[config.mk]
export PLATFORM = sky130hd
export DESIGN_NAME = wb_ps2
export DESIGN_NICKNAME = d
export VERILOG_FILES = /design/src/rtl/wb_ps2.sv
export SDC_FILE = /design/constraint.sdc
export NUM_CORES = 1
export LEC_CHECK = 0
export BUFFER_PORTS_ARGS = -buffer_cell sky130_fd_sc_hd__buf_2
export CAP_MARGIN = 20
export CORE_MARGIN = 2
export CORE_UTILIZATION = 40
export DETAILED_ROUTE_END_ITERATION = 8
export SYNTH_ARGS = -nofsm -noshare
export SYNTH_HDL_FRONTEND = slang
export SYNTH_SLANG_ARGS = --single-unit
export TNS_END_PERCENT = 50
[constraint.sdc]
create_clock -name clk_i -period 6.3 [get_ports clk_i]
set_input_delay 0.315 -clock clk_i [delete_from_list [all_inputs] [get_ports clk_i]]
set_output_delay 0.315 -clock clk_i [all_outputs]
set_load 0.03 [all_outputs]
[src/rtl/wb_ps2.sv]
// Wishbone B4 PS/2 receiver: synchronizer, frame FSM, byte FIFO, DATA/STAT regs.
// Define WB_PS2_IRQ_EN to build the IE bit and the irq_o output.
module wb_ps2 #(
  parameter int FIFO_DEPTH = 16,
  parameter int TIMEOUT    = 50000
) (
  input  logic        clk_i,
  input  logic        rst_i,
  input  logic        cyc_i,
  input  logic        stb_i,
  input  logic        we_i,
  input  logic [29:0] adr_i,
  input  logic [3:0]  sel_i,
  input  logic [31:0] dat_i,
  output logic        ack_o,
  output logic [31:0] dat_o,
  input  logic        ps2_clk,
  input  logic        ps2_dat,
  output logic        irq_o
);

  localparam int AW = (FIFO_DEPTH > 1) ? $clog2(FIFO_DEPTH) : 1;
  localparam int CW = $clog2(TIMEOUT + 1);
  localparam logic [AW:0] FULL_CNT = (AW+1)'(FIFO_DEPTH);
  localparam logic [CW-1:0] TO_MAX = CW'(TIMEOUT);

  typedef enum logic [1:0] {
    S_IDLE,
    S_DATA,
    S_PAR,
    S_STOP
  } state_e;

  logic [1:0] ck_sync_q, dt_sync_q;
  logic       ck_hist_q, dt_hist_q;
  logic       fall_w, bit_w;

  always_ff @(posedge clk_i) begin
    if (rst_i) begin
      ck_sync_q <= 2'b11;
      dt_sync_q <= 2'b11;
      ck_hist_q <= 1'b1;
      dt_hist_q <= 1'b1;
    end else begin
      ck_sync_q <= {ck_sync_q[0], ps2_clk};
      dt_sync_q <= {dt_sync_q[0], ps2_dat};
      ck_hist_q <= ck_sync_q[1];
      dt_hist_q <= dt_sync_q[1];
    end
  end

  assign fall_w = ck_hist_q & ~ck_sync_q[1];
  assign bit_w  = dt_hist_q;

  state_e        state_q;
  logic [2:0]    bcnt_q;
  logic [7:0]    shift_q;
  logic          par_q;
  logic [CW-1:0] to_cnt_q;
  logic          to_ev_w, stop_ev_w, par_ok_w;
  logic          push_w, perr_set_w, ferr_set_w;

  assign to_ev_w = (state_q != S_IDLE) & ~fall_w & (to_cnt_q == TO_MAX);
  assign stop_ev_w = fall_w & (state_q == S_STOP);
  assign par_ok_w = ^{shift_q, par_q};
  assign push_w = stop_ev_w & bit_w & par_ok_w;
  assign perr_set_w = stop_ev_w & bit_w & ~par_ok_w;
  assign ferr_set_w = (stop_ev_w & ~bit_w) | to_ev_w;

  always_ff @(posedge clk_i) begin
    if (rst_i) begin
      state_q  <= S_IDLE;
      bcnt_q   <= 3'd0;
      shift_q  <= 8'h00;
      par_q    <= 1'b0;
      to_cnt_q <= '0;
    end else begin
      if (fall_w || to_ev_w || state_q == S_IDLE)
        to_cnt_q <= '0;
      else
        to_cnt_q <= to_cnt_q + 1'b1;
      if (to_ev_w) begin
        state_q <= S_IDLE;
      end else if (fall_w) begin
        unique case (state_q)
          S_IDLE: begin
            if (!bit_w) begin
              state_q <= S_DATA;
              bcnt_q  <= 3'd0;
            end
          end
          S_DATA: begin
            shift_q <= {bit_w, shift_q[7:1]};
            bcnt_q  <= bcnt_q + 3'd1;
            if (bcnt_q == 3'd7) state_q <= S_PAR;
          end
          S_PAR: begin
            par_q   <= bit_w;
            state_q <= S_STOP;
          end
          S_STOP: state_q <= S_IDLE;
          default: state_q <= S_IDLE;
        endcase
      end
    end
  end

  logic [7:0]    mem_q [FIFO_DEPTH];
  logic [AW-1:0] wptr_q, rptr_q;
  logic [AW:0]   cnt_q;
  logic          empty_w, full_w, do_push_w, pop_w;

  assign empty_w   = (cnt_q == '0);
  assign full_w    = (cnt_q == FULL_CNT);
  assign do_push_w = push_w & ~full_w;

  always_ff @(posedge clk_i) begin
    if (do_push_w) mem_q[wptr_q] <= shift_q;
  end

  always_ff @(posedge clk_i) begin
    if (rst_i) begin
      wptr_q <= '0;
      rptr_q <= '0;
      cnt_q  <= '0;
    end else begin
      if (do_push_w) wptr_q <= wptr_q + 1'b1;
      if (pop_w) rptr_q <= rptr_q + 1'b1;
      cnt_q <= cnt_q + {{AW{1'b0}}, do_push_w}
                     - {{AW{1'b0}}, pop_w};
    end
  end

  logic        ack_q;
  logic [31:0] dat_q;
  logic        req_w, wr_stat_w, w1c_w, ie_w;
  logic        perr_q, ferr_q, ovr_q;
  logic [31:0] stat_w, data_w;
  logic [7:0]  head_w;

  assign req_w     = cyc_i & stb_i & ~ack_q;
  assign pop_w     = req_w & ~we_i & ~adr_i[0] & ~empty_w;
  assign wr_stat_w = req_w & we_i & adr_i[0];
  assign w1c_w     = wr_stat_w & sel_i[0];
  assign head_w    = empty_w ? 8'h00 : mem_q[rptr_q];
  assign data_w    = {23'b0, ~empty_w, head_w};
  assign stat_w    = {15'b0, ie_w, 11'b0, ovr_q, ferr_q,
                      perr_q, full_w, ~empty_w};

  always_ff @(posedge clk_i) begin
    if (rst_i) begin
      ack_q <= 1'b0;
      dat_q <= 32'h0;
    end else begin
      ack_q <= req_w;
      if (req_w && !we_i)
        dat_q <= adr_i[0] ? stat_w : data_w;
    end
  end

  // Hardware set is ORed in after the clear so set wins.
  always_ff @(posedge clk_i) begin
    if (rst_i) begin
      perr_q <= 1'b0;
      ferr_q <= 1'b0;
      ovr_q  <= 1'b0;
    end else begin
      perr_q <= perr_set_w | (perr_q & ~(w1c_w & dat_i[2]));
      ferr_q <= ferr_set_w | (ferr_q & ~(w1c_w & dat_i[3]));
      ovr_q  <= (push_w & full_w)
              | (ovr_q & ~(w1c_w & dat_i[4]));
    end
  end

  assign ack_o = ack_q;
  assign dat_o = dat_q;

  logic unused_w;

`ifdef WB_PS2_IRQ_EN
  logic ie_q, irq_q;

  always_ff @(posedge clk_i) begin
    if (rst_i) begin
      ie_q  <= 1'b0;
      irq_q <= 1'b0;
    end else begin
      if (wr_stat_w && sel_i[2]) ie_q <= dat_i[16];
      irq_q <= ie_q & (~empty_w | perr_q | ferr_q | ovr_q);
    end
  end

  assign ie_w  = ie_q;
  assign irq_o = irq_q;
  assign unused_w = ^{adr_i[29:1], sel_i[3], sel_i[1],
                      dat_i[31:17], dat_i[15:5], dat_i[1:0]};
`else
  assign ie_w  = 1'b0;
  assign irq_o = 1'b0;
  assign unused_w = ^{adr_i[29:1], sel_i[3:1],
                      dat_i[31:5], dat_i[1:0]};
`endif

endmodule
==> run metrics, run 1 <==
status=completed; first-pass GRT wire length=24100 µm; worst path arrival time=3710 ps; register area share after synthesis=0.640; pwr/cell area=287 nW/µm²; Worst Hold Class=primary input to flip-flop; die area=21300 µm²; Relative slew margins=0.318; H-Tree Level Count=4; Synth Cell Area=8070 µm²; CP required=6660 ps; Root Driver=clkbuf_16; DRC=0; unrepaired setup endpoints after global routing=false; postcts setup bufs=0; site row count=51; Die Y=146 µm; fmax=298 MHz; clock sinks=194; Post-Synthesis Cells=567; nets=683; Final Max Tran Viols=0; Worst Setup Start Kind=flip-flop; most common cell after layout, fill and taps aside=edfxtp_1; # IOs=107; number of global-route vias before repair=4442; Hold-fix buffers, CTS=0; Peak VDD IR=0.198 mV; Post-synth EDFFs=128; WL/cell=17.5 µm; min Tclk post-route=3350 ps; detailed placement HPWL=9830 µm; wirelength, routed=15200 µm; clock buffer count from CTS=17; Bufs on Longest Clock Path=2; Synth cell types=57; maxcap violations=0; Starting Density=0.410; placed insts=837; gr usage total=0.149; Async S/R FF share, synth=0; input/output buffers=21; setup violators final=0; Initial DRC Count=307; via/cell ratio=5.11; Hold Violations, Final=0; Hold Slack=59.7 ps; Setup crit end kind=flip-flop; # diodes=0; total power=2.56 mW; TNS Setup=0 ps; antenna viol nets, final=0; flops & latches, synth=194; Critical Setup Path Class=flip-flop to flip-flop; clk_lat worst skew=440 ps; Main synth FF type=edfxtp_1; Clock Pin Slew Worst Setup and Hold Paths=70 ps; GR Overflow Total=0; routability-driven placement congestion ratio=0.777; die width=146 µm; vias=4437; clock skew=12.8 ps; core area=19700 µm²; initial antenna violation count=0; 1st-pass router iterations=5; yosys warns=0; P&R area growth vs syn=10.9%; Pleak=3.07 nW; Tightest Pin Transition=1020 ps; post-cts sizing count=0; fin cells=869; share of cells above drive strength 1=0.180; syn_area_per_cell=14.2 µm²; CTS tree=yes; Final Cycle Share=0.532; most frequent cells in the layout=edfxtp_1 (128), nor2_1 (72), dfxtp_1 (65); largest net degree at the start of global routing=53; critical path peak fanout=19; final design utilization=0.455
-- logic make-up (layout without fill, tap and decap cells) --
logic type               count (synthesis)  count (layout)  synth area share
flip-flops                             194             194             0.640
other                                    1              24          0.000465
multiplexers                            56              56             0.119
adder cells (fa/ha/maj)                 19              19            0.0304
AO/OA/AOI/OAI                           44              44            0.0350
AND/OR/NAND/NOR                        161             161            0.0977
buffers and inverters                   64              78            0.0426
XOR/XNOR                                28              28            0.0343
-- stage by stage --
stage,setup WS (ps),area (µm²)
6_report,2950,8950
4_1_cts,2910,8950
2_1_floorplan,3570,8150
5_1_grt,2710,8950
3_3_place_gp,3040,8360
3_5_place_dp,2940,8360
-- critical path, cell delays in order (launching register included) --
cell	delay, ps
dfxtp_1	830
xor3_2	520
and3b_1	220
mux2i_2	320
xnor2_1	140
ha_1	240
inv_1	70
fa_1	200
inv_1	50
a21oi_1	120
nor2_1	70
or3_1	350
a21oi_1	140
-- worst paths after layout --
kind / startpoint / depth (start not counted) / slack, ps / end
max: shift_q[7] / 12 / 2950 / cnt_q[4]
min: ps2_dat / 2 / 60 / dt_sync_q[0]
max reg2reg: shift_q[7] / 12 / 2950 / cnt_q[4]
min reg2reg: ck_sync_q[0] / 1 / 420 / ck_sync_q[1]
-- metal layers --
layer / vias up / GRT usage / part of all wire
met1: 2249 / 0.199 / 0.44
li1: 2086 / - / -
met4: 0 / 0.0510 / 0.014
met3: 22 / 0.0303 / 0.041
met2: 80 / 0.245 / 0.50
met5: - / 0 / 0
-- area by class of cell --
class | count | area [µm²]
inverter | 19 | 71.3
timing repair buffer | 27 | 150
tap | 265 | 332
clock inverter | 15 | 159
sequential | 194 | 5170
fill | 1794 | 10700
multi-input combinational | 332 | 2650
clock buffer | 17 | 425
-- cells in the mapped netlist, drive strengths merged (3+ instances only) --
master	n	share of area
a21oi	11	0.0068
a22oi	9	0.0084
a32oi	3	0.0033
and2	3	0.0023
buf	33	0.028
clkbuf	12	0.0056
dfxtp	66	0.16
edfxtp	128	0.48
ha	18	0.028
inv	19	0.0088
mux2i	23	0.029
mux4	31	0.087
nand2	30	0.015
nand3	7	0.0043
nand3b	3	0.0028
nand4	5	0.0039
nor2	72	0.033
nor2b	5	0.0039
nor3	10	0.0068
o21ai	10	0.0062
o22ai	5	0.0039
or2	6	0.0047
or3	3	0.0023
xnor2	16	0.017
xor2	10	0.011
-- report_power, final --
part	total (mW)	internal (mW)	leakage, nW	switching, mW
clock network	1.06	0.534	0.291	0.521
logic	0.150	0.0550	1.06	0.0952
registers	1.36	1.35	1.72	0.00803
total	2.56	1.94	3.07	0.625
-- registers in the layout, summed over array words and instances, names as in the netlist, named ones only --
| name | cells |
|---|---|
| mem_q | 128 |
| to_cnt_q | 16 |
| dat_o | 9 |
| shift_q | 8 |
| cnt_q | 5 |
| rptr_q | 4 |
| wptr_q | 4 |
| bcnt_q | 3 |
| ck_sync_q | 2 |
| dt_sync_q | 2 |
| state_q | 2 |
| ack_o | 1 |
| bit_w | 1 |
| ck_hist_q | 1 |
| ferr_q | 1 |
| ovr_q | 1 |
| par_q | 1 |
| perr_q | 1 |
Power figures use the tool's default switching activity.
==> run 2: changes to the inputs <==
- ABC_AREA: not set -> 1
- clock period: 6.3 -> 3.2 ns (I/O delays scaled with it)
==> run metrics, run 2 <==
Critical Setup Path Class=flip-flop to flip-flop; most used cell along the critical path=nand2_1; wirelength, routed=17400 µm; largest net degree at the start of global routing=66; clock skew=11.7 ps; top cells by area, synth=edfxtp_1 (45%), dfxtp_1 (16%), nor2_1 (5.6%); setup violators final=0; via/cell ratio=4.92; CTS tree=yes; Worst Setup Start Kind=flip-flop; Reg2Reg Depth=17; nets=959; Post-synth EDFFs=128; status=completed; syn_area_per_cell=10.2 µm²; Post-Synthesis Cells=826; setup ws final=645 ps; Relative slew margins=0.510; Bufs on Longest Clock Path=2; Worst Hold Class=primary input to flip-flop; number of global-route vias before repair=5258; Peak VDD IR=0.360 mV; clock sinks=194; Die Y=149 µm; Tightest Pin Transition=735 ps; # diodes=0; final design utilization=0.453; site row count=53; min Tclk post-route=2550 ps; total power=5.08 mW; Biggest register=mem_q; Synth Cell Area=8460 µm²; Post-synth top cells=edfxtp_1 (128), nor2_1 (127), nand2_1 (105); crit-path max cell delay=410 ps; initial antenna violation count=0; flops & latches, synth=194; clk_lat worst skew=440 ps; Final Cycle Share=0.798; Root Driver=clkbuf_16; clock buffer count from CTS=17; Clock Pin Slew Worst Setup and Hold Paths=70 ps; worst path arrival time=2870 ps; routability-driven placement congestion ratio=0.805; pre-CTS setup slack=629 ps; gr usage total=0.165; core area=20900 µm²; DRC=0; fillers=1962; most frequent cell after synthesis=edfxtp_1; pwr/cell area=537 nW/µm²; die width=149 µm; Critical Path Stages=17; vias=5686; postcts setup bufs=0; CP required=3520 ps; WL/cell=15.1 µm; cells along the critical path=inv_2 > nand2_1 > nand3_1 > nand2_1 > nand2_1 > nand3_1 > nand4_4 > inv_4 > nand2_1 > nand2_1 > ha_1 > inv_1 > fa_1 > nor3_1 > a211oi_1 > o21ai_0 > a21oi_1; fmax=391 MHz; Hold Violations, Final=0; input/output buffers=21; most common cell after layout, fill and taps aside=edfxtp_1; Design Area, Final=9470 µm²; maxcap violations=0; critical path peak fanout=7; cell at the slowest stage of the critical path=dfxtp_1; CP top delay family=simple AND/OR/NAND/NOR gates; Pleak=3.38 nW; unrepaired setup endpoints after global routing=false; most frequent cells in the layout=edfxtp_1 (128), nor2_1 (127), nand2_1 (105); antenna viol nets, final=0; TNS Setup=0 ps; H-Tree Level Count=4; Main synth FF type=edfxtp_1; worst hold stages=4; share of cells above drive strength 1=0.134; first-pass GRT wire length=27900 µm; Placed Area=8850 µm²; fin cells=1155; P&R area growth vs syn=11.9%; GR Overflow Total=0; Final Max Tran Viols=0; Initial DRC Count=412; Buf+Inv Stages, Crit Path=3; die area=22300 µm²; # IOs=107; Synth cell types=44; Hold Slack=78.8 ps; Async S/R FF share, synth=0; number of flip-flops in the largest register=128; post-cts sizing count=0; placed insts=1119; 1st-pass router iterations=5; detailed placement HPWL=10900 µm; Starting Density=0.405; Setup crit end kind=flip-flop; Yosys top cell area share=0.454; yosys warns=0; register area share after synthesis=0.610; largest area contributor in the netlist=edfxtp_1
==> run 2: what timing repair did <==
item / 4_1_cts / 5_1_grt
hold buffers: 4 / 0
endpoints found under the setup margin: 0 / 0
endpoints found under the hold margin: 3 / 0
==> run 2: layout make-up <==
cell class,count,area (µm²),share of cell area
tap,275,344,0.0363
clock inverter,14,148,0.0156
timing repair buffer,53,368,0.0388
sequential,194,5170,0.546
multi-input combinational,536,2770,0.292
clock buffer,18,429,0.0453
inverter,65,249,0.0263
==> run 2: tightest hold or removal path, cell delays in order <==
cell     delay (ps)
buf_2            80
inv_1            30
o21ai_0         140
a21oi_1          60
==> run 2: where the power goes <==
| part | internal [mW] | switching, mW | leakage (nW) | total, mW |
|---|---|---|---|---|
| Clock | 1.10 | 0.979 | 0.272 | 2.08 |
| Sequential | 2.66 | 0.0174 | 1.56 | 2.68 |
| Combinational | 0.0975 | 0.231 | 1.54 | 0.329 |
==> run 2: path summary, 6_finish.rpt <==
| path | start | to | slack [ps] |
|---|---|---|---|
| max reg2reg | shift_q[2] | cnt_q[4] | 650 |
| min | dat_i[2] | perr_q | 80 |
| min reg2reg | dt_sync_q[1] | bit_w | 410 |
| max | shift_q[2] | cnt_q[4] | 650 |
==> run 2: logic make-up after synthesis <==
family          Yosys count  share of synthesized area
simple gates            319                      0.168
flops                   194                      0.610
compound gates          166                      0.111
buf+inv                 119                     0.0729
fa+ha+maj                19                     0.0290
xor+xnor                  8                    0.00828
other cells               1                   0.000443
==> run 2: per-layer routing <==
layer / vias to the layer above / routed length (µm) / track usage
met2: 173 / 7960 / 0.258
li1: 2862 / - / -
met3: 19 / 1060 / 0.0335
met5: - / 0 / 0
met1: 2632 / 8120 / 0.227
met4: 0 / 290 / 0.0610
